### config.mk
export PLATFORM = sky130hd
export DESIGN_NAME = dummy_bitscan_unit
export DESIGN_NICKNAME = d
export VERILOG_FILES = /design/src/rtl/dummy_bitscan_unit.sv
export SDC_FILE = /design/constraint.sdc
export NUM_CORES = 1
export LEC_CHECK = 0
export ABC_AREA = 1
export BUFFER_PORTS_ARGS = -buffer_cell sky130_fd_sc_hd__clkbuf_2
export CAP_MARGIN = 5
export CORE_AREA = 2 2 47 49
export CTS_BUF_LIST = sky130_fd_sc_hd__clkbuf_2 sky130_fd_sc_hd__clkbuf_4 sky130_fd_sc_hd__clkbuf_8
export DETAILED_ROUTE_END_ITERATION = 12
export DIE_AREA = 0 0 49 51
export PLACE_DENSITY = 0.87
export SYNTH_ARGS = -nofsm -noshare
export SYNTH_HDL_FRONTEND = slang
export SYNTH_SLANG_ARGS = --single-unit
export TNS_END_PERCENT = 20
### constraint.sdc
create_clock -name clk_i -period 2.25 [get_ports clk_i]
set_clock_uncertainty 0.1 [all_clocks]
set_input_delay 0.1125 -clock clk_i [delete_from_list [all_inputs] [get_ports clk_i]]
set_output_delay 0.1125 -clock clk_i [all_outputs]
set_load 0.02 [all_outputs]
### src/rtl/dummy_bitscan_unit.sv
// Iterates over the set bits of an accepted mask and emits one index per handshake, then pulses done with the count.
// Latency: first index valid the cycle after mask acceptance; done_o registered, one cycle after the final/aborting beat.
// Backpressure: idx_o/idx_last_o hold while idx_ready_i is low; mask_ready_o is low for the whole scan.
//
// Ports:
//   clk_i, rst_i                  clock (rising edge) and synchronous active-high reset
//   mask_i, mask_valid_i          mask offer; mask_ready_o high while idle
//   abort_i                       drop the remaining bits of the current scan (ignored while idle)
//   idx_o, idx_last_o             current set-bit index and final-bit flag
//   idx_valid_o, idx_ready_i      index stream handshake
//   done_o, cnt_o                 one-cycle completion pulse and number of indices handed off
module dummy_bitscan_unit #(
    parameter int WIDTH = 8,
    parameter int MODE  = 0,
    localparam int IdxW = (WIDTH > 1) ? $clog2(WIDTH) : 1,
    localparam int CntW = $clog2(WIDTH + 1)
) (
    input  logic             clk_i,
    input  logic             rst_i,
    input  logic [WIDTH-1:0] mask_i,
    input  logic             mask_valid_i,
    output logic             mask_ready_o,
    input  logic             abort_i,
    output logic [IdxW-1:0]  idx_o,
    output logic             idx_last_o,
    output logic             idx_valid_o,
    input  logic             idx_ready_i,
    output logic             done_o,
    output logic [CntW-1:0]  cnt_o
);

    typedef enum logic {
        IDLE = 1'b0,
        SCAN = 1'b1
    } state_e;

    state_e           state_q, state_d;
    logic [WIDTH-1:0] work_q, work_d;
    logic [CntW-1:0]  cnt_q, cnt_d;
    logic [CntW-1:0]  cnt_out_q, cnt_out_d;
    logic             done_q, done_d;

    logic [IdxW-1:0]  idx_scan;
    logic [WIDTH-1:0] idx_onehot;
    logic [WIDTH-1:0] work_rest;
    logic             idx_hs;

    // Priority pick of the next set bit. The loop direction makes the last
    // matching assignment win: descending keeps the lowest set bit
    // (trailing-zero count), ascending keeps the highest (leading-one position).
    always_comb begin
        idx_scan = '0;
        if (MODE == 0) begin
            for (int i = WIDTH - 1; i >= 0; i--) begin
                if (work_q[i]) idx_scan = IdxW'(i);
            end
        end else begin
            for (int i = 0; i < WIDTH; i++) begin
                if (work_q[i]) idx_scan = IdxW'(i);
            end
        end
    end

    assign idx_onehot = {{(WIDTH-1){1'b0}}, 1'b1} << idx_scan;
    assign work_rest  = work_q & ~idx_onehot;

    assign mask_ready_o = (state_q == IDLE);
    assign idx_valid_o  = (state_q == SCAN);
    // Work can be left nonzero by an abort, so the index is forced to zero
    // outside a scan to keep the idle outputs clean.
    assign idx_o        = (state_q == SCAN) ? idx_scan : '0;
    assign idx_last_o   = (state_q == SCAN) && (work_rest == '0);
    assign idx_hs       = idx_valid_o && idx_ready_i;
    assign done_o       = done_q;
    assign cnt_o        = cnt_out_q;

    always_comb begin
        state_d   = state_q;
        work_d    = work_q;
        cnt_d     = cnt_q;
        cnt_out_d = cnt_out_q;
        done_d    = 1'b0;
        unique case (state_q)
            IDLE: begin
                if (mask_valid_i) begin
                    work_d = mask_i;
                    cnt_d  = '0;
                    if (mask_i == '0) begin
                        done_d    = 1'b1;
                        cnt_out_d = '0;
                    end else begin
                        state_d = SCAN;
                    end
                end
            end
            SCAN: begin
                if (idx_hs) begin
                    work_d = work_rest;
                    cnt_d  = cnt_q + CntW'(1);
                end
                // A beat completed in the abort cycle still counts.
                if ((idx_hs && idx_last_o) || abort_i) begin
                    state_d   = IDLE;
                    done_d    = 1'b1;
                    cnt_out_d = idx_hs ? (cnt_q + CntW'(1)) : cnt_q;
                end
            end
            default: state_d = IDLE;
        endcase
    end

    always_ff @(posedge clk_i) begin
        if (rst_i) begin
            state_q <= IDLE;
        end else begin
            state_q <= state_d;
        end
    end

    always_ff @(posedge clk_i) begin
        if (rst_i) begin
            work_q    <= '0;
            cnt_q     <= '0;
            cnt_out_q <= '0;
            done_q    <= 1'b0;
        end else begin
            work_q    <= work_d;
            cnt_q     <= cnt_d;
            cnt_out_q <= cnt_out_d;
            done_q    <= done_d;
        end
    end

endmodule
# Word-level counts from Yosys, hierarchy flattened

Index checks and enable logic that the tools add are counted.

Add/sub/neg operators: 1
Multipliers: 0
Divide/modulo/power cells: 0
$lt $le $gt $ge: 0
Eq/ne operators: 4
Shift-type cells: 1
Mux-type cells: 27
Bitwise operators: 3
Reductions and logical operators: 8

Operators by type and width:

| cell                | number |
|---|---|
| $mux 3              | 9 |
| $mux 4              | 5 |
| $logic_not 8->1     | 2 |
| $mux 8              | 2 |
| $pmux 4 s2          | 2 |
| $pmux 8 s2          | 1 |
| $and 8x8->8         | 1 |
| $not 8->8           | 1 |
| $shl 1x3->8 const A | 1 |
| $mux 1              | 6 |
| $ne 2x1->1 const B  | 3 |
| $add 4x1->4 const B | 1 |
| $pmux 1 s2          | 2 |
| $logic_and 1x1->1   | 3 |
| $reduce_and 3->1    | 1 |
| $ne 2x2->1 const B  | 1 |
| $reduce_and 2->1    | 1 |
| $logic_or 1x1->1    | 1 |
| $not 1->1           | 1 |

Register bits after elaboration: 18
Latch bits: 0
RAM bits: 0
ROM bits: 0
Input bits: 13
Output and inout bits: 11
Word-level logic and storage cells: 49
Memories kept: 0

# Depth between registers and ports, before layout

Gate-level depths: netlist of run 1.

Word-level depth: 17
Gate-level depth with buffers: 15
Gate-level depth less buffers: 15

# Worst setup path after synthesis of run 1

No wires, ideal clock.

Path kind: reg2out
From: register state_q, in the netlist idx_valid_o
To: output port idx_o[2]
Data arrival time: 1.486 ns
Data required time: 2.037 ns
Slack: 0.551 ns
Cell stages (with the launch flop): 4
Path buffers: 1
Cell sequence: dfxtp_1 -> inv_1 -> clkbuf_1 -> nor3_1

Longest elaborated chain between the ends: 1

Ends and longest elaborated chain:

| element                | line | RTL |
|---|---|---|
| start, declared        | 37   | `state_e state_q, state_d;` |
| start signal, assigned | 116  | `state_q <= state_d;` |
| $mux 3                 | 71   | `assign idx_o = (state_q == SCAN) ? idx_scan : '0;` |
| end, declared          | 24   | `output logic [IdxW-1:0] idx_o,` |

No other way between the ends.

# Worst setup path after layout of run 1

From: register work_q[0]
To: output port idx_last_o

Longest elaborated chain between the ends: 6

Ends and longest elaborated chain:

| element                | line | RTL |
|---|---|---|
| start, declared        | 38   | `logic [WIDTH-1:0] work_q, work_d;` |
| start signal, assigned | 127  | `work_q <= work_d;` |
| $mux 3                 | 55   | `if (work_q[i]) idx_scan = IdxW'(i);` |
| $shl 1x3->8            | 64   | `assign idx_onehot = {{(WIDTH-1){1'b0}}, 1'b1} << idx_scan;` |
| $not 8->8              | 65   | `assign work_rest = work_q & ~idx_onehot;` |
| $and 8x8->8 *          | 65   |  |
| $logic_not 8->1 *      | 72   | `assign idx_last_o = (state_q == SCAN) && (work_rest == '0);` |
| $logic_and 1x1->1 *    | 72   |  |
| end, declared          | 25   | `output logic idx_last_o,` |

Every way passes the cells marked *; elsewhere a longest branch is shown, timed or not.

==> summary.txt, run 1 <==
STA
  – Slew Viols, Final: 0
  – Fmax: roughly 500 MHz
  – RSZ-0062 raised after global routing: false
  – Final period util: 0.886
  – Setup violators final: 0
  – Slew HR: 0.747
  – Period minus WS final: approximately 2 ns
  – Worst-Margin Slew: around 0.38 ns
  – Worst setup margin: approximately 0.26 ns
  – TNS Setup: 0 ns
  – Final Hold Fails: 0
  – WHS: 0.00866 ns

Floorplanning
  – Die Y: around 50 um
  – # rows: 17
  – # IOs: 24
  – Starting Density: 0.497
  – Die Span X: slightly below 50 um
  – Die Area: 2500 sq um
  – CORE AREA: around 2100 sq um

Layout
  – Area grow syn2layout: 19.4%
  – Multi-input logic area: approximately 580 sq um
  – Share of post-route cells with drive strength above 1: 0.213
  – Register area: 360 sq um
  – Layout net count: roughly 200
  – Layout filler cell count: ~200
  – Antenna Cells: 0
  – Final Instance Count excl. Fillers: around 210

CTS
  – Clk slew on worst S/H paths: roughly 0.1 ns
  – CTS sink count: 18
  – CTS Buf Count: 3
  – Cells resized by post-CTS repair: 0
  – H-tree Lvls: 1
  – Worst-Skew Late Latency: around 0.30 ns
  – Clock root buffer: clkbuf_4
  – Post-CTS Setup Repair Bufs: 0
  – Post-CTS Hold Fix Bufs: 2
  – CTS tree: done
  – Clock Tree Buf Depth: 2

Routing
  – Starting DRC count in detailed routing: 38
  – ANT nets after route: 0
  – Post-DR vias/cell: 5.41
  – First-pass DRT Iterations: 4
  – Wirelength per Cell: between 10 and 15 um
  – Final WL: approximately 2500 um
  – Via count: 1141
  – DR DRC count: 0

Logic synthesis
  – Largest area contributor in the netlist: dfxtp_1
  – Syn avg cell area: 6.53 sq um
  – Mapped Area: just over 1000 sq um
  – Register bit total from synthesis: 18
  – Syn Nets: about 170
  – Synthesized netlist cell count: 157
  – Synth warnings: 0
  – Area contributors post-synth: dfxtp_1 35%, nand2_1 14%, a21oi_1 8.8%
  – Sequential share of the synthesized area: 0.352
  – Area share of the largest cell type after synthesis: 0.352
  – Netlist cell types: 23

Pwr
  – VDD IR-drop max: 432 uV
  – Clock share of power: 0.266
  – Sw frac: 0.332
  – Power Internal: between 500 and 600 uW
  – P_leak: 0.000558 uW
  – Psw: approximately 250 uW
  – Final Power: ~760 uW
  – Power Density: between 600 and 700 nW/um^2
  – Register share of total power: 0.477
  – Logic pwr share: 0.257

Critical path
  – Worst setup EP type: primary output
  – Crit-path most repeated cell: nand3_1
  – Crit-path max FO: 4
  – Worst r2r src: work_q[0]$_SDFFE_PP0P_
  – Critical path class: reg -> out
  – Reg2Reg Setup Slack: 0.43 ns
  – Slowest stage cell, crit path: dfxtp_1
  – Crit path buffers/inverters: 1
  – Reg2reg end: cnt_o[1]$_SDFFE_PP0P_
  – CP Cell Sequence: nor2_4 -> nand2_2 -> nor2_2 -> nand3_1 -> nand2_1 -> nand3_1 -> nor2_1 -> and3_2 -> clkbuf_2
  – Req. time, crit path: between 2 and 2.5 ns
  – Critical Path AT: roughly 1.8 ns
  – Number of cells on the worst reg-to-reg path: 12
  – Max incr delay on CP: around 0.37 ns
  – CP top delay family: simple AND/OR/NAND/NOR gates
  – Crit path launch type: register

Min path
  – HP Start: mask_i[4]
  – Hold Path Class: in -> reg
  – Hold Crit Depth: 3
  – Hold Path End: work_q[4]$_SDFFE_PP0P_

Global routing
  – Met2 usage: 0.384
  – Vias in the first global route: a little over 1000
  – First-pass GRT wire length: about 4200 um
  – M1 GR Usage: 0.248
  – Largest net degree at the start of global routing: 12
  – GRT busiest layer: met2
  – Antenna violations before repair: 0
  – GRT Overall Usage: 0.211
  – Gr ovfl total: 0
  – GRT met3 Usage: 0.0234

Status
  – Status: completed

Place
  – RD Place Congestion: between 0.9 and 1
  – Pre-CTS setup slack: ~0.44 ns
  – Placed cell count: between 200 and 250
  – HPWL after detailed placement: roughly 2000 um
  – Port Buffers: 23

Run
  – Maxcap violations: 0
[placed cells by master, fill, tap and decap left out]
master / instances
nand2_1: 39
clkbuf_2: 23
inv_1: 18
nor2_1: 18
a21oi_1: 18
dfxtp_1: 18
o21ai_0: 12
nand3_1: 7
nand4_1: 4
nor3_1: 3
clkbuf_4: 3
nor2_4: 2
nand2_2: 2
nand3_2: 2
o211ai_1: 2
dlygate4sd3_1: 2
nor2_2: 1
and3_2: 1
a31o_2: 1
nor4_1: 1
o21ai_4: 1
o22ai_1: 1
a21oi_2: 1
ha_1: 1
clkbuf_8: 1
buf_4: 1
[Yosys cell counts, drive strengths merged]
cell / count
inv: 18
clkbuf: 3
buf: 1
ha: 1
o21ai: 13
dfxtp: 18
a31o: 1
o22ai: 1
nand4: 4
nor2: 21
a21oi: 19
o211ai: 2
nand2: 41
nor4: 1
nand3: 9
nor3: 3
and3: 1
[registers in the layout, summed over array words and instances (netlist names)]
register / cells
work_q: 8
cnt_o: 4
cnt_q: 4
done_o: 1
idx_valid_o: 1
[power groups by stage]
stage          Combinational, uW  Sequential (uW)  Clock [uW]
5_1_grt                      218              366         221
3_3_place_gp                 184              368           0
6_report                     195              362         202
4_1_cts                      194              362         209
3_5_place_dp                 191              369           0
2_1_floorplan                133              371           0
[per-layer routing]
| metal | vias to the layer above | share of wire |
|---|---|---|
| li1 | 567 | - |
| met1 | 523 | 0.42 |
| met2 | 42 | 0.50 |
| met3 | 9 | 0.047 |
| met4 | 0 | 0.029 |
| met5 | - | 0 |
[worst reg2reg max path, delay by kind of cell, from the launching register on]
kind	cells	cell delay, ns
compound gates	1	0.05
flops	1	0.37
simple gates	11	1.21
[through the flow]
stage                      util  cell area, sq um
after floorplan               -              1020
after global placement    0.566              1170
after detailed placement  0.566              1170
after CTS                 0.593              1220
after global routing      0.593              1220
final                     0.593              1220
[worst max path at each step]
| stage | depth (start not counted) | slack, ns | endpoint | start |
|---|---|---|---|---|
| after floorplan | 3 | 0.55 | idx_o[2] | idx_valid_o$_SDFF_PP0_ |
| after global placement | 12 | 0.48 | cnt_o[1]$_SDFFE_PP0P_ | work_q[0]$_SDFFE_PP0P_ |
| after detailed placement | 12 | 0.44 | cnt_o[1]$_SDFFE_PP0P_ | work_q[0]$_SDFFE_PP0P_ |
| after CTS | 9 | 0.25 | idx_last_o | work_q[0]$_SDFFE_PP0P_ |
| after global routing | 9 | 0.06 | idx_last_o | work_q[0]$_SDFFE_PP0P_ |
| final | 9 | 0.26 | idx_last_o | work_q[0]$_SDFFE_PP0P_ |
[cell families after synthesis]
kind of cell / share of synthesized area
AO/OA/AOI/OAI: 0.200
adder cells (fa/ha/maj): 0.0122
buffers and inverters: 0.0806
flip-flops: 0.352
AND/OR/NAND/NOR: 0.355
[area by class of cell]
class,instances,area share
Timing Repair Buffer,26,0.117
Sequential cell,18,0.294
Multi-Input combinational cell,117,0.475
Clock buffer,4,0.0297
Tap cell,28,0.0286
Inverter,18,0.0552
Note: power is estimated with default switching activity, not from simulation.
==> inputs of run 2 (changes only) <==
--- a/config.mk
+++ b/config.mk
@@ -13,6 +13,8 @@
 export DETAILED_ROUTE_END_ITERATION = 12
 export DIE_AREA = 0 0 49 51
 export PLACE_DENSITY = 0.87
+export RECOVER_POWER = 100
+export SKIP_LAST_GASP = 1
 export SYNTH_ARGS = -nofsm -noshare
 export SYNTH_HDL_FRONTEND = slang
 export SYNTH_SLANG_ARGS = --single-unit
==> run 2 against run 1 <==
Non-clock buffer count stayed put. Critical path depth stayed put. Sequential power hardly changed. Combinational power hardly changed. Die area stayed put. Worst setup slack worse by 0.0061 ns. Global-route usage stayed put. Sequential share of layout area is 0.52 points higher. Count of clock-buffer cells in the layout stayed put. Flip-flop and latch count stayed put. Cell area is 1.7% lower. Highest routed layer unchanged.
==> summary.txt, run 2 (synthesis results as in run 1) <==
Status
  – Status: completed (unchanged)

Floorplanning
  – Die Y: 51 um (unchanged)
  – CORE AREA: 2060 sq um (unchanged)
  – Starting Density: 0.497 (unchanged)
  – Die Span X: 49 um (unchanged)
  – # rows: 17 (unchanged)
  – # IOs: 24 (unchanged)
  – Die Area: 2500 sq um (unchanged)

Critical path
  – Crit. Startpoint: work_q[0]$_SDFFE_PP0P_ (unchanged)
  – Reg2reg end: cnt_o[1]$_SDFFE_PP0P_ (unchanged)
  – Crit path launch type: register (unchanged)
  – Critical path class: reg -> out (unchanged)
  – Worst r2r src: work_q[0]$_SDFFE_PP0P_ (unchanged)
  – Req. time, crit path: 2.04 ns (about the same)
  – Worst setup EP type: primary output (unchanged)
  – Reg2Reg Setup Slack: 0.32 ns (was 0.43 ns)
  – Critical Path AT: 1.79 ns (was 1.78 ns)
  – Crit-path max FO: 4 (unchanged)
  – Crit path capture: idx_last_o (unchanged)
  – Number of cells on the worst reg-to-reg path: 12 (unchanged)

CTS
  – Clock Tree Buf Depth: 2 (unchanged)
  – Worst-Skew Late Latency: 0.30 ns (about the same)
  – H-tree Lvls: 1 (unchanged)
  – CTS tree: done (unchanged)
  – CTS sink count: 18 (unchanged)
  – Clock root buffer: clkbuf_4 (unchanged)
  – Post-CTS Setup Repair Bufs: 0 (unchanged)
  – Cells resized by post-CTS repair: 0 (unchanged)
  – Post-CTS Hold Fix Bufs: 2 (unchanged)
  – Clk slew on worst S/H paths: 0.10 ns (about the same)
  – CTS Buf Count: 3 (unchanged)

Pwr
  – Logic pwr share: 0.254 (was 0.257)
  – P_leak: 0.000524 uW (was 0.000558 uW)
  – Power Density: 629 nW/um^2 (was 621 nW/um^2)
  – Register share of total power: 0.479 (was 0.477)
  – Clock share of power: 0.267 (was 0.266)
  – Power Internal: 504 uW (was 507 uW)
  – Final Power: 756 uW (was 760 uW)
  – Sw frac: 0.333 (was 0.332)
  – VDD IR-drop max: 430 uV (was 432 uV)
  – Psw: 252 uW (about the same)

Routing
  – Final WL: 2490 um (about the same)
  – ANT nets after route: 0 (unchanged)
  – Post-DR vias/cell: 5.38 (was 5.41)
  – Wirelength per Cell: 11.8 um (about the same)
  – DR DRC count: 0 (unchanged)
  – Via count: 1135 (was 1141)
  – First-pass DRT Iterations: 5 (was 4)
  – Starting DRC count in detailed routing: 38 (unchanged)

Global routing
  – Gr ovfl total: 0 (unchanged)
  – M1 GR Usage: 0.248 (unchanged)
  – GRT Overall Usage: 0.211 (unchanged)
  – Met2 usage: 0.384 (unchanged)
  – GRT met3 Usage: 0.0234 (unchanged)
  – GRT busiest layer: met2 (unchanged)
  – First-pass GRT wire length: 4190 um (unchanged)
  – Vias in the first global route: 1024 (unchanged)
  – Largest net degree at the start of global routing: 12 (unchanged)
  – Antenna violations before repair: 0 (unchanged)

STA
  – Fmax: 500 MHz (was 501 MHz)
  – Setup violators final: 0 (unchanged)
  – Worst-Margin Slew: 0.384 ns (was 0.379 ns)
  – RSZ-0062 raised after global routing: false (unchanged)
  – Slew Viols, Final: 0 (unchanged)
  – Final period util: 0.889 (was 0.886)
  – Final Hold Fails: 0 (unchanged)
  – TNS Setup: 0 ns (unchanged)
  – Period minus WS final: 2.00 ns (was 1.99 ns)
  – Slew HR: 0.744 (was 0.747)

Run
  – Maxcap violations: 0 (unchanged)

Layout
  – Utilization after layout: 0.583 (was 0.593)
  – Layout filler cell count: 206 (was 201)
  – Layout net count: 198 (unchanged)
  – Max reg flops: 8 (unchanged)
  – Cell area after layout: 1200 sq um (was 1220 sq um)
  – Most frequent cells in the layout: 39 x nand2_1, 19 x a21oi_1, 18 x inv_1, 18 x nor2_1, 18 x dfxtp_1 (was 39 x nand2_1, 23 x clkbuf_2)
  – Largest reg by FF count: work_q (unchanged)
  – Share of post-route cells with drive strength above 1: 0.148 (was 0.213)
  – Area grow syn2layout: 17.3% (was 19.4%)
  – Most common cell after layout, fill and taps aside: nand2_1 (unchanged)
  – Antenna Cells: 0 (unchanged)

Place
  – RD Place Congestion: 0.930 (unchanged)
  – Port Buffers: 23 (unchanged)
  – Placed Instance Area: 1170 sq um (unchanged)
  – HPWL after detailed placement: 1950 um (unchanged)

Min path
  – Hold Path Class: in -> reg (unchanged)
==> run 2: cell types whose count changed in the layout (fill, tap and decap cells not counted) <==
cell,delta
clkbuf_1,+10
clkbuf_2,-10
a21oi_1,+1
a21oi_2,-1
nand3_1,+1
nand3_2,-1
==> run 2: metal layers <==
metal / wire length, um / up-vias / share of wire
met5: 0 / - / 0
met4: 80 / 0 / 0.032
met3: 119 / 13 / 0.048
met2: 1220 / 44 / 0.49
met1: 1070 / 511 / 0.43
li1: - / 567 / -
==> run 2: worst max-delay path, cell delays in order (launching register included) <==
cell      delay [ns]
dfxtp_1         0.37
nor2_4          0.17
nand2_2         0.09
nor2_2          0.13
nand3_1         0.09
nand2_1         0.09
nand3_1         0.08
nor2_1          0.13
and3_2          0.19
clkbuf_2        0.16
==> run 2: layout make-up <==
type / count / area [sq um] / area share
clock buffers: 4 / 36.3 / 0.0302
flip-flops and latches: 18 / 360 / 0.300
inverters: 18 / 67.6 / 0.0562
repair buffers: 26 / 130 / 0.108
multi-input cells: 117 / 573 / 0.477
well taps: 28 / 35.0 / 0.0291
==> run 2: how the worst min path moves through the flow <==
stage               depth (start not counted)  startpoint                endpoint
detailed placement                          3   mask_i[0]  work_q[0]$_SDFFE_PP0P_
global placement                            3   mask_i[0]  work_q[0]$_SDFFE_PP0P_
global route                                3   mask_i[5]  work_q[5]$_SDFFE_PP0P_
floorplan                                   2   mask_i[0]  work_q[0]$_SDFFE_PP0P_
CTS                                         3   mask_i[4]  work_q[4]$_SDFFE_PP0P_
finish                                      3   mask_i[4]  work_q[4]$_SDFFE_PP0P_
==> run 2: metrics by stage <==
| stage | hold slack (ns) | instances | setup WS, ns |
|---|---|---|---|
| floorplan | 0.160 | 157 | 0.551 |
| global placement | 0.279 | 205 | 0.481 |
| detailed placement | 0.283 | 205 | 0.443 |
| CTS | 0.00719 | 211 | 0.251 |
| global route | 0.0283 | 211 | 0.0424 |
| finish | 0.00804 | 211 | 0.250 |
==> run 2: power groups by stage <==
stage,clock (uW),sequential [uW],combinational (uW)
floorplan,0,371,133
global placement,0,368,184
detailed placement,0,369,191
CTS,209,362,194
global route,221,366,214
finish,202,362,192
==> inputs of run 3 (changes only) <==
==> constraint.sdc (replaced) <==
create_clock -name clk_i -period 2.1 [get_ports clk_i]
set_clock_uncertainty 0.1 [all_clocks]
set_input_delay 0.105 -clock clk_i [delete_from_list [all_inputs] [get_ports clk_i]]
set_output_delay 0.105 -clock clk_i [all_outputs]
set_load 0.02 [all_outputs]
==> run 3 against run 2 <==
Global-route usage rose by 0.88 points. Via count rose by 3.4%. Critical path type unchanged. Die area did not move. Critical endpoint unchanged. Register-to-register slack got worse by 0.02 ns. Clock power rose by 7%. Power rose by 10%. Sequential power rose by 8.0%.
==> summary.txt, run 3 (synthesis results as in run 1) <==
CTS
  – H-tree Lvls: 1 (unchanged)
  – CTS sink count: 18 (unchanged)
  – Clk slew on worst S/H paths: 0.11 ns (was 0.10 ns)
  – Clock Tree Buf Depth: 2 (unchanged)
  – Worst-Skew Late Latency: 0.30 ns (about the same)
  – CTS tree: done (unchanged)
  – Clock root buffer: clkbuf_4 (unchanged)
  – CTS Buf Count: 3 (unchanged)

Place
  – Port Buffers: 23 (unchanged)
  – RD Place Congestion: 0.931 (was 0.930)
  – Pre-CTS setup slack: 0.274 ns (was 0.443 ns)
  – HPWL after detailed placement: 1980 um (was 1950 um)

Global routing
  – First-pass GRT wire length: 4200 um (was 4190 um)
  – GRT Overall Usage: 0.220 (was 0.211)
  – Gr ovfl total: 0 (unchanged)
  – Vias in the first global route: 1036 (was 1024)
  – Antenna violations before repair: 0 (unchanged)
  – Largest net degree at the start of global routing: 12 (unchanged)

Critical path
  – Number of cells on the worst reg-to-reg path: 12 (unchanged)
  – Reg2reg end: cnt_o[1]$_SDFFE_PP0P_ (unchanged)
  – Crit-path max FO: 4 (unchanged)
  – Reg2Reg Setup Slack: 0.30 ns (was 0.32 ns)
  – Critical path class: reg -> out (unchanged)
  – Worst r2r src: work_q[1]$_SDFFE_PP0P_ (was work_q[0]$_SDFFE_PP0P_)
  – Worst setup EP type: primary output (unchanged)
  – CP Cell Sequence: nor2_4 -> nand2_2 -> nor2_4 -> nand3_1 -> nand2_1 -> nand3_1 -> nor2_2 -> and3_2 -> buf_2 (was nor2_4 -> nand2_2 -> nor2_2 -> nand3_1 -> nand2_1 -> nand3_1 -> nor2_1 -> and3_2 -> clkbuf_2)
  – Req. time, crit path: 1.89 ns (was 2.04 ns)
  – CP top delay family: simple AND/OR/NAND/NOR gates (unchanged)
  – Critical Path AT: 1.76 ns (was 1.79 ns)
  – Max incr delay on CP: 0.37 ns (about the same)
  – Crit path launch type: register (unchanged)
  – CP Depth: 9 (unchanged)
  – Crit path buffers/inverters: 1 (unchanged)
  – Slowest stage cell, crit path: dfxtp_2 (was dfxtp_1)

Min path
  – Hold Crit Depth: 3 (unchanged)
  – HP Start: mask_i[5] (was mask_i[4])
  – Hold Path Class: in -> reg (unchanged)
  – Hold Path End: work_q[5]$_SDFFE_PP0P_ (was work_q[4]$_SDFFE_PP0P_)

Floorplanning
  – # rows: 17 (unchanged)
  – Die Y: 51 um (unchanged)
  – CORE AREA: 2060 sq um (unchanged)
  – Die Area: 2500 sq um (unchanged)
  – Starting Density: 0.497 (unchanged)
  – Die Span X: 49 um (unchanged)
  – # IOs: 24 (unchanged)

Layout
  – Antenna Cells: 0 (unchanged)
  – Area grow syn2layout: 21.9% (was 17.3%)
  – Most common cell after layout, fill and taps aside: nand2_1 (unchanged)
  – Layout net count: 200 (was 198)
  – Most frequent cells in the layout: 39 x nand2_1, 18 x inv_1, 18 x a21oi_1 (was 39 x nand2_1, 19 x a21oi_1, 18 x inv_1, 18 x nor2_1, 18 x dfxtp_1)
  – Max reg flops: 8 (unchanged)
  – Utilization after layout: 0.605 (was 0.583)
  – Share of post-route cells with drive strength above 1: 0.238 (was 0.148)
  – Largest reg by FF count: work_q (unchanged)

STA
  – Worst-Margin Slew: 0.420 ns (was 0.384 ns)
  – Final Hold Fails: 0 (unchanged)
  – Slew Viols, Final: 0 (unchanged)
  – TNS Setup: 0 ns (unchanged)
  – Period minus WS final: 1.96 ns
  – Worst setup margin: 0.137 ns (was 0.250 ns)
  – Setup violators final: 0 (unchanged)
  – Slew HR: 0.720 (was 0.744)
  – Final period util: 0.935
  – Fmax: between 500 and 600 MHz

Status
  – Status: completed (unchanged)

Routing
  – Via count: 1174 (was 1135)
  – Post-DR vias/cell: 5.51 (was 5.38)
  – DR DRC count: 0 (unchanged)
  – ANT nets after route: 0 (unchanged)
  – Final WL: 2710 um (was 2490 um)
  – First-pass DRT Iterations: 4 (was 5)
  – Wirelength per Cell: 12.7 um (was 11.8 um)
  – Starting DRC count in detailed routing: 41 (was 38)

Pwr
  – P_leak: 0.000554 uW (was 0.000524 uW)
  – VDD IR-drop max: 466 uV (was 430 uV)
  – Power Density: 667 nW/um^2 (was 629 nW/um^2)

Run
  – Maxcap violations: 0 (unchanged)
run 3: cell count changes in the layout (fill, tap and decap cells not counted):
cell	before	now
dfxtp_1	18	11
dfxtp_2	0	7
clkbuf_1	10	5
clkbuf_2	13	17
buf_4	1	3
a21oi_1	19	18
a21oi_2	0	1
buf_2	0	1
nand3_1	8	7
nand3_2	1	2
nor2_1	18	17
nor2_4	2	3
run 3: worst register-to-register path: cells and delay by family, from the launching register on:
family          cells  cell delay, ns
compound gates      1            0.05
flops               1            0.37
simple gates       11            1.17
run 3: layout make-up:
cell class | count | area (sq um)
well taps | 28 | 35.0
multi-input cells | 117 | 589
fillers | 209 | 815
clock buffers | 4 | 36.3
inverters | 18 | 67.6
flip-flops and latches | 18 | 369
repair buffers | 28 | 151
run 3: layer usage:
metal,GRT usage,wire length [um]
met1,0.241,1120
met3,0.0292,139
met5,0,0
met4,0.133,116
met2,0.404,1340
run 3: how the worst max path moves through the flow:
stage | startpoint | to
final | work_q[1]$_SDFFE_PP0P_ | idx_last_o
after floorplan | idx_valid_o$_SDFF_PP0_ | idx_o[2]
after detailed placement | work_q[0]$_SDFFE_PP0P_ | cnt_o[1]$_SDFFE_PP0P_
after CTS | work_q[0]$_SDFFE_PP0P_ | idx_last_o
after global placement | work_q[0]$_SDFFE_PP0P_ | cnt_o[1]$_SDFFE_PP0P_
after global routing | work_q[1]$_SDFFE_PP0P_ | idx_last_o
run 3: timing repair:
item                       4_1_cts  5_1_grt
setup buffers                    0        2
hold buffers                     2        0
hold endpoints to repair         2        0
setup endpoints to repair        0        1
resized for setup                0       10
run 3: stage by stage:
step / power (uW) / cell area (sq um) / cells / hold slack [ns]
CTS: 821 / 1220 / 211 / 0.00272
global placement: 591 / 1170 / 205 / 0.272
finish: 833 / 1250 / 213 / 0.0125
global route: 884 / 1250 / 213 / 0.0321
detailed placement: 601 / 1170 / 205 / 0.276
floorplan: 540 / 1020 / 157 / 0.152
run 3: report_power, final:
| part | total [uW] | switching, uW | internal (uW) |
|---|---|---|---|
| registers | 391 | 25.4 | 366 |
| clock network | 217 | 112 | 106 |
| logic | 224 | 143 | 80.9 |
| total | 833 | 280 | 553 |
